File: config.mk
export PLATFORM = sky130hd
export DESIGN_NAME = peripheral_bus_arbiter
export DESIGN_NICKNAME = d
export VERILOG_FILES = /design/src/rtl/peripheral_bus_pkg.sv /design/src/rtl/rr_pick2.sv /design/src/rtl/peripheral_bus_arbiter.sv
export SDC_FILE = /design/constraint.sdc
export NUM_CORES = 1
export LEC_CHECK = 0
export ABC_AREA = 1
export BUFFER_PORTS_ARGS = -buffer_cell sky130_fd_sc_hd__buf_2
export CAP_MARGIN = 10
export CORE_AREA = 2 2 120 122
export CTS_CLUSTER_DIAMETER = 80
export CTS_CLUSTER_SIZE = 30
export DETAILED_ROUTE_END_ITERATION = 10
export DIE_AREA = 0 0 122 124
export PLACE_DENSITY_LB_ADDON = 0.12
export SETUP_SLACK_MARGIN = 0.05
export SLEW_MARGIN = 5
export SYNTH_ARGS = -nofsm -noshare
export SYNTH_HDL_FRONTEND = slang
export SYNTH_SLANG_ARGS = --single-unit
File: constraint.sdc
create_clock -name clk -period 2.2 [get_ports clk]
set_clock_uncertainty 0.05 [all_clocks]
set_input_delay 0.11 -clock clk [delete_from_list [all_inputs] [get_ports clk]]
set_output_delay 0.11 -clock clk [all_outputs]
set_load 0.005 [all_outputs]
File: src/rtl/peripheral_bus_pkg.sv
// Shared types and constants for the peripheral bus arbiter: FSM states,
// master ids, peripheral register addresses and the window-check helper.
package peripheral_bus_pkg;

    typedef enum logic [1:0] {
        IDLE   = 2'd0,
        ACCESS = 2'd1,
        RESP   = 2'd2
    } state_e;

    localparam logic M0 = 1'b0;
    localparam logic M1 = 1'b1;

    localparam logic [31:0] LED_ADDR             = 32'h4000_000C;
    localparam logic [31:0] DIGITAL_ADDR         = 32'h4000_0010;
    localparam logic [31:0] SYS_CLK_COUNTER_ADDR = 32'h4000_0014;

    // Offset compare avoids overflow when base+span wraps the address space.
    function automatic logic in_window(input logic [31:0] addr,
                                       input logic [31:0] base,
                                       input logic [31:0] span);
        logic [31:0] off;
        off = addr - base;
        return (addr >= base) && (off < span);
    endfunction

endpackage

File: src/rtl/rr_pick2.sv
// Combinational two-way round-robin pick with lock override.
module rr_pick2
    import peripheral_bus_pkg::*;
#(
    parameter int MAX_HOLD = 4,
    parameter int HOLD_W   = 3
) (
    input  logic [1:0]        req_i,
    input  logic              last_grant_i,
    input  logic              lock_valid_i,
    input  logic              lock_id_i,
    input  logic [HOLD_W-1:0] hold_cnt_i,
    output logic              grant_o,
    output logic              valid_o,
    output logic              locked_o
);

    localparam logic [HOLD_W-1:0] MAX_HOLD_C = HOLD_W'(MAX_HOLD);

    // Winner selection: a live lock beats round-robin; ties go to the master not served last.
    always_comb begin
        grant_o  = M0;
        valid_o  = 1'b0;
        locked_o = 1'b0;
        if (lock_valid_i && req_i[lock_id_i] && (hold_cnt_i < MAX_HOLD_C)) begin
            grant_o  = lock_id_i;
            valid_o  = 1'b1;
            locked_o = 1'b1;
        end else if (req_i == 2'b11) begin
            grant_o = ~last_grant_i;
            valid_o = 1'b1;
        end else if (req_i[0]) begin
            grant_o = M0;
            valid_o = 1'b1;
        end else if (req_i[1]) begin
            grant_o = M1;
            valid_o = 1'b1;
        end else begin
            grant_o = M0;
            valid_o = 1'b0;
        end
    end

endmodule

File: src/rtl/peripheral_bus_arbiter.sv
// Two-master arbiter for the peripheral register window: round-robin with
// bounded lock, one slave access per 3-cycle transaction, registered outputs.
module peripheral_bus_arbiter
    import peripheral_bus_pkg::*;
#(
    parameter logic [31:0] ADDR_BASE = 32'h4000_0000,
    parameter logic [31:0] ADDR_SPAN = 32'h0000_0018,
    parameter int          MAX_HOLD  = 4
) (
    input  logic        clk,
    input  logic        reset,
    input  logic        i_m0_req,
    input  logic        i_m0_read,
    input  logic        i_m0_write,
    input  logic        i_m0_lock,
    input  logic [31:0] i_m0_address,
    input  logic [31:0] i_m0_write_data,
    input  logic        i_m1_req,
    input  logic        i_m1_read,
    input  logic        i_m1_write,
    input  logic        i_m1_lock,
    input  logic [31:0] i_m1_address,
    input  logic [31:0] i_m1_write_data,
    output logic        o_m0_ready,
    output logic        o_m0_error,
    output logic [31:0] o_m0_read_data,
    output logic        o_m1_ready,
    output logic        o_m1_error,
    output logic [31:0] o_m1_read_data,
    output logic [31:0] o_slv_address,
    output logic        o_slv_read,
    output logic        o_slv_write,
    output logic [31:0] o_slv_write_data,
    input  logic [31:0] i_slv_read_data
);

    localparam int                HOLD_W     = $clog2(MAX_HOLD + 1);
    localparam logic [HOLD_W-1:0] MAX_HOLD_C = HOLD_W'(MAX_HOLD);

    state_e            state_q, state_d;
    logic              last_grant_q, last_grant_d;
    logic              lock_valid_q, lock_valid_d;
    logic              lock_id_q, lock_id_d;
    logic [HOLD_W-1:0] hold_cnt_q, hold_cnt_d;
    logic              win_q, win_d;
    logic              err_q, err_d;
    logic [31:0]       slv_addr_q, slv_addr_d;
    logic              slv_read_q, slv_read_d;
    logic              slv_write_q, slv_write_d;
    logic [31:0]       slv_wdata_q, slv_wdata_d;
    logic [1:0]        ready_q, ready_d;
    logic [1:0]        error_q, error_d;
    logic [31:0]       m0_rdata_q, m0_rdata_d;
    logic [31:0]       m1_rdata_q, m1_rdata_d;

    logic        pick_idx_s, pick_valid_s, pick_locked_s;
    logic [31:0] sel_addr_s, sel_wdata_s, rdata_s;
    logic        sel_read_s, sel_write_s, sel_in_win_s, win_lock_s;

    rr_pick2 #(
        .MAX_HOLD (MAX_HOLD),
        .HOLD_W   (HOLD_W)
    ) u_pick (
        .req_i        ({i_m1_req, i_m0_req}),
        .last_grant_i (last_grant_q),
        .lock_valid_i (lock_valid_q),
        .lock_id_i    (lock_id_q),
        .hold_cnt_i   (hold_cnt_q),
        .grant_o      (pick_idx_s),
        .valid_o      (pick_valid_s),
        .locked_o     (pick_locked_s)
    );

    assign sel_addr_s   = pick_idx_s ? i_m1_address    : i_m0_address;
    assign sel_wdata_s  = pick_idx_s ? i_m1_write_data : i_m0_write_data;
    assign sel_read_s   = pick_idx_s ? i_m1_read       : i_m0_read;
    assign sel_write_s  = pick_idx_s ? i_m1_write      : i_m0_write;
    assign sel_in_win_s = in_window(sel_addr_s, ADDR_BASE, ADDR_SPAN);
    assign win_lock_s   = win_q ? i_m1_lock : i_m0_lock;
    assign rdata_s      = slv_read_q ? i_slv_read_data : 32'h0;

    // Next-state and next-output logic; strobes and ready pulses default low.
    always_comb begin
        state_d      = state_q;
        last_grant_d = last_grant_q;
        lock_valid_d = lock_valid_q;
        lock_id_d    = lock_id_q;
        hold_cnt_d   = hold_cnt_q;
        win_d        = win_q;
        err_d        = err_q;
        slv_addr_d   = 32'h0;
        slv_read_d   = 1'b0;
        slv_write_d  = 1'b0;
        slv_wdata_d  = 32'h0;
        ready_d      = 2'b00;
        error_d      = 2'b00;
        m0_rdata_d   = 32'h0;
        m1_rdata_d   = 32'h0;
        case (state_q)
            IDLE: begin
                if (pick_valid_s) begin
                    state_d = ACCESS;
                    win_d   = pick_idx_s;
                    err_d   = ~sel_in_win_s;
                    if (pick_locked_s) begin
                        hold_cnt_d = hold_cnt_q + HOLD_W'(1'b1);
                    end else begin
                        lock_valid_d = 1'b0;
                        hold_cnt_d   = HOLD_W'(1'b1);
                    end
                    // Latched fields go straight into the slave registers; write wins over read.
                    if (sel_in_win_s && (sel_read_s || sel_write_s)) begin
                        slv_addr_d  = sel_addr_s;
                        slv_write_d = sel_write_s;
                        slv_read_d  = sel_read_s & ~sel_write_s;
                        slv_wdata_d = sel_write_s ? sel_wdata_s : 32'h0;
                    end else begin
                        slv_addr_d  = 32'h0;
                        slv_write_d = 1'b0;
                        slv_read_d  = 1'b0;
                        slv_wdata_d = 32'h0;
                    end
                end else begin
                    lock_valid_d = 1'b0;
                    hold_cnt_d   = '0;
                end
            end
            ACCESS: begin
                state_d = RESP;
                if (win_q == M1) begin
                    ready_d[1] = 1'b1;
                    error_d[1] = err_q;
                    m1_rdata_d = rdata_s;
                end else begin
                    ready_d[0] = 1'b1;
                    error_d[0] = err_q;
                    m0_rdata_d = rdata_s;
                end
            end
            RESP: begin
                state_d      = IDLE;
                last_grant_d = win_q;
                if (win_lock_s && (hold_cnt_q < MAX_HOLD_C)) begin
                    lock_valid_d = 1'b1;
                    lock_id_d    = win_q;
                end else begin
                    lock_valid_d = 1'b0;
                    hold_cnt_d   = '0;
                end
            end
            default: begin
                state_d = IDLE;
            end
        endcase
    end

    // State and output registers with synchronous active-low reset.
    always_ff @(posedge clk) begin
        if (!reset) begin
            state_q      <= IDLE;
            last_grant_q <= M1;
            lock_valid_q <= 1'b0;
            lock_id_q    <= M0;
            hold_cnt_q   <= '0;
            win_q        <= M0;
            err_q        <= 1'b0;
            slv_addr_q   <= 32'h0;
            slv_read_q   <= 1'b0;
            slv_write_q  <= 1'b0;
            slv_wdata_q  <= 32'h0;
            ready_q      <= 2'b00;
            error_q      <= 2'b00;
            m0_rdata_q   <= 32'h0;
            m1_rdata_q   <= 32'h0;
        end else begin
            state_q      <= state_d;
            last_grant_q <= last_grant_d;
            lock_valid_q <= lock_valid_d;
            lock_id_q    <= lock_id_d;
            hold_cnt_q   <= hold_cnt_d;
            win_q        <= win_d;
            err_q        <= err_d;
            slv_addr_q   <= slv_addr_d;
            slv_read_q   <= slv_read_d;
            slv_write_q  <= slv_write_d;
            slv_wdata_q  <= slv_wdata_d;
            ready_q      <= ready_d;
            error_q      <= error_d;
            m0_rdata_q   <= m0_rdata_d;
            m1_rdata_q   <= m1_rdata_d;
        end
    end

    assign o_m0_ready       = ready_q[0];
    assign o_m1_ready       = ready_q[1];
    assign o_m0_error       = error_q[0];
    assign o_m1_error       = error_q[1];
    assign o_m0_read_data   = m0_rdata_q;
    assign o_m1_read_data   = m1_rdata_q;
    assign o_slv_address    = slv_addr_q;
    assign o_slv_read       = slv_read_q;
    assign o_slv_write      = slv_write_q;
    assign o_slv_write_data = slv_wdata_q;

endmodule

## Word-level counts from Yosys, hierarchy flattened

Cells that the tools add are included.

| cells by class | value |
|---|---|
| add/subtract/negate cells | 2 |
| multipliers | 0 |
| divide/modulo/power cells | 0 |
| magnitude comparators | 4 |
| eq/ne operators | 6 |
| shift-type cells | 0 |
| muxes and demuxes | 28 |
| bitwise gates (word level) | 6 |
| reduce and logical (&&, ||, !) cells | 17 |

Operators by type and width:

| kind | number |
|---|---|
| $mux W32 | 3 |
| $ge A32 B31 Y1 const B | 1 |
| $lt A32 B5 Y1 const B | 1 |
| $sub A32 B31 Y32 const B | 1 |
| $mux W1 | 18 |
| $reduce_and A2 Y1 | 5 |
| $mux W3 | 3 |
| $pmux W3 S2 | 1 |
| $logic_and A1 B1 Y1 | 5 |
| $not A1 Y1 | 5 |
| $reduce_and A5 Y1 | 1 |
| $eq A2 B2 Y1 const B | 2 |
| $ne A2 B2 Y1 const B | 2 |
| $pmux W2 S2 | 1 |
| $reduce_and A4 Y1 | 1 |
| $add A3 B1 Y3 const B | 1 |
| $lt A3 B3 Y1 const B | 1 |
| $ne A3 B3 Y1 const B | 1 |
| $reduce_and A3 Y1 | 1 |
| $reduce_or A3 Y1 | 1 |
| $eq A2 B1 Y1 const B | 1 |
| $logic_not A2 Y1 | 1 |
| $lt A1 B2 Y1 const B | 1 |
| $mux W2 | 1 |
| 4 further kinds | 4 |

| word-level totals | value |
|---|---|
| flip-flop bits (word level) | 144 |
| bits in latches | 0 |
| memory bits (writable) | 0 |
| bits in read-only memories | 0 |
| bits of input ports | 170 |
| output and inout port bits | 134 |
| memories kept | 0 |

## Logic depth before layout (Yosys ltp)

Gate-level depths: netlist of the first run.

| depth | value |
|---|---|
| word-level depth | 11 |
| gate-level depth with buffers | 15 |
| gate-level depth less buffers | 14 |

## Hierarchy

A second synthesis of the first run with hierarchy kept.

| second synthesis, totals | value |
|---|---|
| cell total of the unflattened synthesis | 562 |
| area, all modules | 4,998.5 µm² |

Modules (own cells, without submodules):

| module | times used | cells each | area each (µm²) |
|---|---|---|---|
| peripheral_bus_arbiter | 1 | 548 | 4,927.2 |
| rr_pick2 | 1 | 14 | 71.3 |

## Worst setup path before layout of the first run

Ideal clock, no wire load.

| path | value |
|---|---|
| kind | register -> register |
| start point | register hold_cnt_q[2] |
| end point | register slv_wdata_q[10], in the netlist o_slv_write_data[10] |
| setup time | 112 ps |
| arrival time | 1,632 ps |
| required time | 2,038 ps |
| slack | 406 ps |
| cell stages (with the launch flop) | 13 |
| buffers on the path | 2 |
| period minus slack after synthesis | 1,794 ps |
| cell sequence | dfxtp_1 inv_1 nand2_1 nand2_2 nand3_4 nand2_4 buf_6 or2_2 o21ai_0 nor2_1 nand3_4 buf_6 nor2_2 |

| on the way | value |
|---|---|
| cells in the longest elaborated chain, start to end | 9 |

Ends and longest elaborated chain:

| item | line | RTL |
|---|---|---|
| start, declared | peripheral_bus_arbiter.sv:44 | `logic [HOLD_W-1:0] hold_cnt_q, hold_cnt_d;` |
| start signal, assigned | peripheral_bus_arbiter.sv:180 | `hold_cnt_q <= hold_cnt_d;` |
| $lt A3 B3 Y1 (*) | rr_pick2.sv:25 | `if (lock_valid_i && req_i[lock_id_i] && (hold_cnt_i < MAX_HOLD_C)) begin` |
| $logic_and A1 B1 Y1 (*) | rr_pick2.sv:25 |  |
| $mux W1 | rr_pick2.sv:25 |  |
| $mux W32 | peripheral_bus_arbiter.sv:74 | `assign sel_addr_s = pick_idx_s ? i_m1_address : i_m0_address;` |
| $sub A32 B31 Y32 | peripheral_bus_pkg.sv:23 | `off = addr - base;` |
| $lt A32 B5 Y1 | peripheral_bus_pkg.sv:24 | `return (addr >= base) && (off < span);` |
| $logic_and A1 B1 Y1 | peripheral_bus_pkg.sv:24 |  |
| $logic_and A1 B1 Y1 | peripheral_bus_arbiter.sv:112 | `if (sel_in_win_s && (sel_read_s \|\| sel_write_s)) begin` |
| $reduce_and A5 Y1 (no source line) | n/a |  |
| end signal, assigned | peripheral_bus_arbiter.sv:186 | `slv_wdata_q <= slv_wdata_d;` |
| end, declared | peripheral_bus_arbiter.sv:50 | `logic [31:0] slv_wdata_q, slv_wdata_d;` |

Mark *: on every way between the ends. The rest lies on a longest branch, timed or not.
A chain may end at the register's enable or synchronous reset.

## Worst setup path in the final report of the first run

| path | value |
|---|---|
| start point | register hold_cnt_q[2] |
| end point | register slv_wdata_q[26], in the netlist o_slv_write_data[26] |

The elaborated chain is that of the path after synthesis.

==> results.toml, run 1 <==
[synthesis]
yosysWarnings = 0
synth_cells = 652
synth_top_area_cell = "dfxtp_1"
yosysMostFrequentCell = "nand2_1"
synth_area_per_cell_sq_um = 7.893
yosysSeqAreaShare_pct = 56.02
synth_area_leaders = "dfxtp_1 (56%), nand2_1 (14%), inv_1 (7.7%), nor3_1 (6.3%), nor2_1 (3.4%)"
ys_types = 27
synth_common_cells = "nand2_1 (187), dfxtp_1 (144), inv_1 (106)"
synth-edff-count = 0
async_flop_share_pct = 0
syn_area_sq_um = 5146
synthDominantCellAreaShare_pct = 56.02
synthFlopType = "dfxtp_1"
yosys_register_bits = 144

[sta]
finalSetupTns_ns = 0
rsz0062_at_grt = "yes"
setup_viol = 0
hold_viol_final = 0
worst_slack_ns = 0.1951
maxSlewViolCount = 0
hold_slack_ns = 0.02771
max_freq_mhz = 498.8
min_period_ns = 2.005
finalCritPeriodShare_pct = 91.13

[final_layout]
drive_above_1_share_pct = 33.91
final_nets = 1261
fillers = 1193
syn_to_final_growth_pct = 68.22
diodes = 0
regArea_sq_um = 2883
multi_input_area_sq_um = 1803

[place]
numPortBuffers = 303
pre_cts_ws_ns = 0.1023
dpl.hpwl_microns = 11560
gp_congestion = 0.7933

[grt]
grtUsageTotal_pct = 20.56
antenna_found_initial = 0
grt_pass1_wl_microns = 23970
grt-ovfl-total = 0
grt_max_degree = 35
grt_pass1_vias = 5095

[worst_setup_path]
r2r_cells = 12
timing.rr.start = "hold_cnt_q[2]"
crit_slowest_cell = "dfxtp_1"
critPathArrivalTime_ns = 2.25
crit_type = "reg2reg"
endpoint_kind = "flop"
crit_fanout = 33
crit_chain = "inv_1 > nand2_1 > nand2_2 > nand3_4 > nand2_8 > buf_4 > or2_2 > o21ai_0 > nor2_1 > nand3_4 > buf_12 > nor2_1"
crit_path_start_kind = "flop"
critPathMaxStageDelay_ns = 0.35
timing.rr.end = "o_slv_write_data[26]"
critPathRequiredTime_ns = 2.45
ff2ff_setup_slack_ns = 0.20

[run]
max_cap_violations = 0

[drt]
drt_iter0_drc = 212
wl_per_cell_microns = 12.87
viasPerCell = 4.242
route.detailed.drc = 0
drt_wl_total_microns = 16510
ant_nets = 0
first_pass_iters = 4
vias = 5442

[clock_tree]
insertion_delay_ns = 0.40
cts.sinks = 144
cts_buffers = 17
htree_levels = 4
cts_buffer_depth = 2
cts_root_buf = "clkbuf_16"
cts_tree = "built"
clk_pin_slew_ns = 0.06

[hold_path]
hold_end = "o_slv_write_data[18]"
worst_hold_startpoint = "i_m0_write_data[18]"
hold_path_class = "in2reg"
hold_depth = 5

[die]
core_area_sq_um = 13720
die_w_microns = 122
die-area_sq_um = 15130
initial_core_util_pct = 37.51
rows = 43
die_y_microns = 124
num_io_pins = 304

[pwr]
max-vdd-ir-drop_mv = 0.5192
power_density_nw_per_um2 = 720.2
total_power_mw = 6.235
p_leak_nw = 4.784

[status]
outcome = "finished clean"
-- cell type report --
type / instances / area share [%]
tap: 180 / 2.602
multi-input combinational: 395 / 20.83
inverter: 108 / 4.683
sequential: 144 / 33.30
timing repair buffer: 424 / 31.59
clock buffer: 18 / 5.073
clock inverter: 14 / 1.922
-- worst max-delay path by stage --
stage | startpoint | cells past startpoint | slack [ns] | endpoint
finish | hold_cnt_q[2] | 12 | 0.20 | o_slv_write_data[26]
global route | hold_cnt_q[2] | 15 | 0.03 | o_slv_write_data[28]
CTS | hold_cnt_q[2] | 14 | 0.08 | o_slv_address[1]
detailed placement | hold_cnt_q[2] | 13 | 0.10 | o_slv_address[1]
global placement | hold_cnt_q[2] | 14 | 0.16 | o_slv_address[0]
floorplan | hold_cnt_q[2] | 12 | 0.41 | o_slv_write_data[10]
-- sequential cells by signal, summed over array words and instances (netlist names) --
name,count
err_q,1
error_q,2
hold_cnt_q,3
last_grant_q,1
lock_id_q,1
lock_valid_q,1
o_m0_read_data,32
o_m1_read_data,32
o_slv_address,32
o_slv_read,1
o_slv_write,1
o_slv_write_data,32
ready_q,2
state_q,2
win_q,1
-- cells by family (layout without fill, tap and decap cells) --
| kind of cell | after synthesis | in the layout | synth area share (%) |
|---|---|---|---|
| other | 1 | 26 | 0.07287 |
| AND/OR/NAND/NOR | 348 | 348 | 30.17 |
| buffers and inverters | 138 | 564 | 11.14 |
| adder cells (fa/ha/maj) | 1 | 1 | 0.2431 |
| multiplexers | 3 | 3 | 0.5835 |
| AO/OA/AOI/OAI | 17 | 17 | 1.775 |
| flip-flops | 144 | 144 | 56.02 |
-- layout by cell type, fill, tap and decap left out, types with 2 or more instances in the layout --
cell type and count:
conb_1 26, clkbuf_16 17, nand3_4 2, or2_2 2, o21ai_0 5, nor2_1 46
clkinvlp_4 3, dfxtp_1 144, bufinv_16 2, mux2i_1 3, inv_1 106, buf_12 4
nand2_1 187, nor3_1 65, dlygate4sd3_1 104, nor2_2 10, inv_2 2, a21oi_1 9
nand3b_1 19, buf_4 13, inv_6 7, nor2_4 2, nand3_1 12, buf_2 303
inv_8 2
-- metal layers --
metal,wire length (microns),GRT usage [%],vias up
met5,0,0,-
met2,8241,36.63,256
li1,-,-,2818
met4,573,10.42,0
met3,1410,6.685,43
met1,6282,21.78,2325
-- metrics by stage --
| stage | std cells | utilization (%) | area, sq um |
|---|---|---|---|
| floorplan | 677 | - | 5240 |
| global placement | 1141 | 50.45 | 6922 |
| global route | 1283 | 63.10 | 8657 |
| detailed placement | 1141 | 50.45 | 6922 |
| CTS | 1277 | 62.45 | 8568 |
| finish | 1283 | 63.10 | 8657 |
-- power breakdown --
| part | total, mW | switching [mW] | leakage (nW) | internal (mW) |
|---|---|---|---|---|
| Clock | 2.89 | 1.15 | 0.289 | 1.74 |
| Sequential | 2.66 | 0.0146 | 1.17 | 2.64 |
| Combinational | 0.688 | 0.319 | 3.32 | 0.369 |
| Total | 6.24 | 1.48 | 4.78 | 4.75 |
-- worst max-delay path: cells and delay by family, from the launching register on --
family          cells  cell delay (ns)
compound gates      1             0.13
simple gates        8             0.92
buf+inv             3             0.44
flops               1             0.35
-- timing repair --
item                                   CTS  global route
hold buffers                           104             0
setup buffers                            0             6
setup endpoints to repair                0            41
endpoints found under the hold margin  103             0
gates resized for setup                  0             9
Power figures use the tool's default switching activity.
==> run 2, diff against run 1 <==
--- a/config.mk
+++ b/config.mk
@@ -5,14 +5,13 @@
 export SDC_FILE = /design/constraint.sdc
 export NUM_CORES = 1
 export LEC_CHECK = 0
-export ABC_AREA = 1
 export BUFFER_PORTS_ARGS = -buffer_cell sky130_fd_sc_hd__buf_2
 export CAP_MARGIN = 10
-export CORE_AREA = 2 2 120 122
+export CORE_AREA = 2 2 119 121
 export CTS_CLUSTER_DIAMETER = 80
 export CTS_CLUSTER_SIZE = 30
 export DETAILED_ROUTE_END_ITERATION = 10
-export DIE_AREA = 0 0 122 124
+export DIE_AREA = 0 0 121 123
 export PLACE_DENSITY_LB_ADDON = 0.12
 export SETUP_SLACK_MARGIN = 0.05
 export SLEW_MARGIN = 5
==> results.toml, run 2 <==
[status]
outcome = "finished clean"

[synthesis]
synth_mux_area_share_pct = 8.554
synth-edff-count = 0
synthAdderAreaFrac_pct = 0.2673
synth_compound_area_share_pct = 9.383
synth_area_leaders = "dfxtp_1 (62%), mux2i_1 (8.6%), nor2_1 (5.9%), a21oi_2 (5.4%), nand2_1 (3.4%)"
synth_top_family_by_area = "simple AND/OR/NAND/NOR gates"
synth_cells = 430
syn_area_sq_um = 4681
yosys_register_bits = 144
synth_top_area_cell = "dfxtp_1"
synthDominantCellAreaShare_pct = 61.59
synthXorXnorAreaFrac_pct = 0
yosysMostFrequentCell = "dfxtp_1"
async_flop_share_pct = 0
synthFlopType = "dfxtp_1"
synth_common_cells = "dfxtp_1 (144), nor2_1 (74), nand2_1 (42)"
ys_types = 46
yosysWarnings = 0
yosysSeqAreaShare_pct = 61.59
synth_area_per_cell_sq_um = 10.89
synthSimpleGateAreaFrac_pct = 16.28

[clock_tree]
cts_root_buf = "clkbuf_16"
clk_pin_slew_ns = 0.06
insertion_delay_ns = 0.41
htree_levels = 4
cts_tree = "built"
cts.sinks = 144
cts_resized = 0
cts_buffers = 17
cts_buffer_depth = 2

[grt]
grt_pass1_wl_microns = 21620
grt_pass1_vias = 4770
grt-ovfl-total = 0
antenna_found_initial = 0
grtUsageTotal_pct = 19.06
grt_max_degree = 38

[final_layout]
fillers = 1117
final_nets = 1042
diodes = 0
design_area_sq_um = 8145
drive_above_1_share_pct = 42.87
finalNonFillerCells = 1064
final_cell_mix = "buf_2 (303), dfxtp_1 (144), dlygate4sd3_1 (109)"
syn_to_final_growth_pct = 74.02
layout_commonest_cell = "buf_2"
finish.utilization_pct = 59.84

[place]
pre_cts_ws_ns = 0.2019
dpl.hpwl_microns = 9890
gp_congestion = 0.8509
placed_cell_area_sq_um = 6465
post-place-cells = 923
numPortBuffers = 303

[drt]
route.detailed.drc = 0
vias = 4729
first_pass_iters = 4
wl_per_cell_microns = 13.56
drt_wl_total_microns = 14420
viasPerCell = 4.445
ant_nets = 0
drt_iter0_drc = 149

[worst_setup_path]
ff2ff_setup_slack_ns = 0.30
crit_path_start_kind = "flop"
crit_type = "reg2reg"
r2r_cells = 5
timing.rr.end = "o_slv_write_data[0]"
crit_fanout = 33
endpoint_kind = "flop"
timing.rr.start = "state_q[1]"
critPathArrivalTime_ns = 2.19
critPathRequiredTime_ns = 2.49

[die]
die_y_microns = 123
initial_core_util_pct = 34.39
rows = 43
num_io_pins = 304
core_area_sq_um = 13610
die-area_sq_um = 14880
die_w_microns = 121

[run]
max_cap_violations = 0

[hold_path]
hold_depth = 4
worst_hold_startpoint = "i_m0_read"
hold_path_class = "in2reg"
hold_end = "o_slv_read"

[pwr]
p_leak_nw = 4.010
total_power_mw = 5.995
max-vdd-ir-drop_mv = 0.4731
power_density_nw_per_um2 = 736.1

[sta]
worst_slack_ns = 0.3025
max_freq_mhz = 527.0
rsz0062_at_grt = "no"
finalSetupTns_ns = 0
maxSlewViolCount = 0
finalCritPeriodShare_pct = 86.25
hold_slack_ns = 0.02928
setup_viol = 0
hold_viol_final = 0
min_period_ns = 1.898
==> run 2: logic make-up after synthesis <==
| group | Yosys count |
|---|---|
| adder cells (fa/ha/maj) | 1 |
| AND/OR/NAND/NOR | 159 |
| multiplexers | 40 |
| flip-flops | 144 |
| AO/OA/AOI/OAI | 55 |
| other | 1 |
| buffers and inverters | 30 |
==> run 2: what timing repair did <==
action / 4_1_cts / 5_1_grt
setup endpoints to repair: 0 / 0
endpoints found under the hold margin: 103 / 0
buffers inserted: 0 / 0
hold buffers: 109 / 0
==> run 2: final cells by class <==
type,count,area [sq um],share of cell area [%]
clock inverter,11,128.9,1.582
inverter,6,22.52,0.2765
clock buffer,21,460.4,5.653
timing repair buffer,421,2713,33.30
multi-input combinational,281,1713,21.03
sequential,144,2883,35.39
tap,180,225.2,2.765
==> run 2: layer usage <==
layer	global-route usage, %	share of wire [%]	vias up
li1	-	-	2316
met3	5.212	5.9	62
met5	0	0	-
met4	13.15	5.2	0
met1	17.33	35	2123
met2	36.48	54	228
==> run 2: how the worst max path moves through the flow <==
stage	startpoint	to	depth (start not counted)
final	state_q[1]	o_slv_write_data[0]	5
after CTS	state_q[1]	o_slv_write_data[1]	5
after global placement	i_m0_address[29]	o_slv_write_data[31]	7
after floorplan	state_q[1]	o_slv_write_data[10]	6
after detailed placement	i_m0_address[29]	o_slv_write_data[1]	7
after global routing	state_q[1]	o_slv_write_data[31]	5
==> run 2: power by group <==
group          internal, mW  switching (mW)
Clock                  1.74            1.06
Combinational         0.326           0.207
Sequential             2.65          0.0163
==> run 2: critical path, stage by stage, from the launching register on <==
cell      delay (ns)
dfxtp_1         0.36
and4bb_2        0.33
o311ai_4        0.11
or4_2           0.60
buf_12          0.21
a21oi_1         0.16
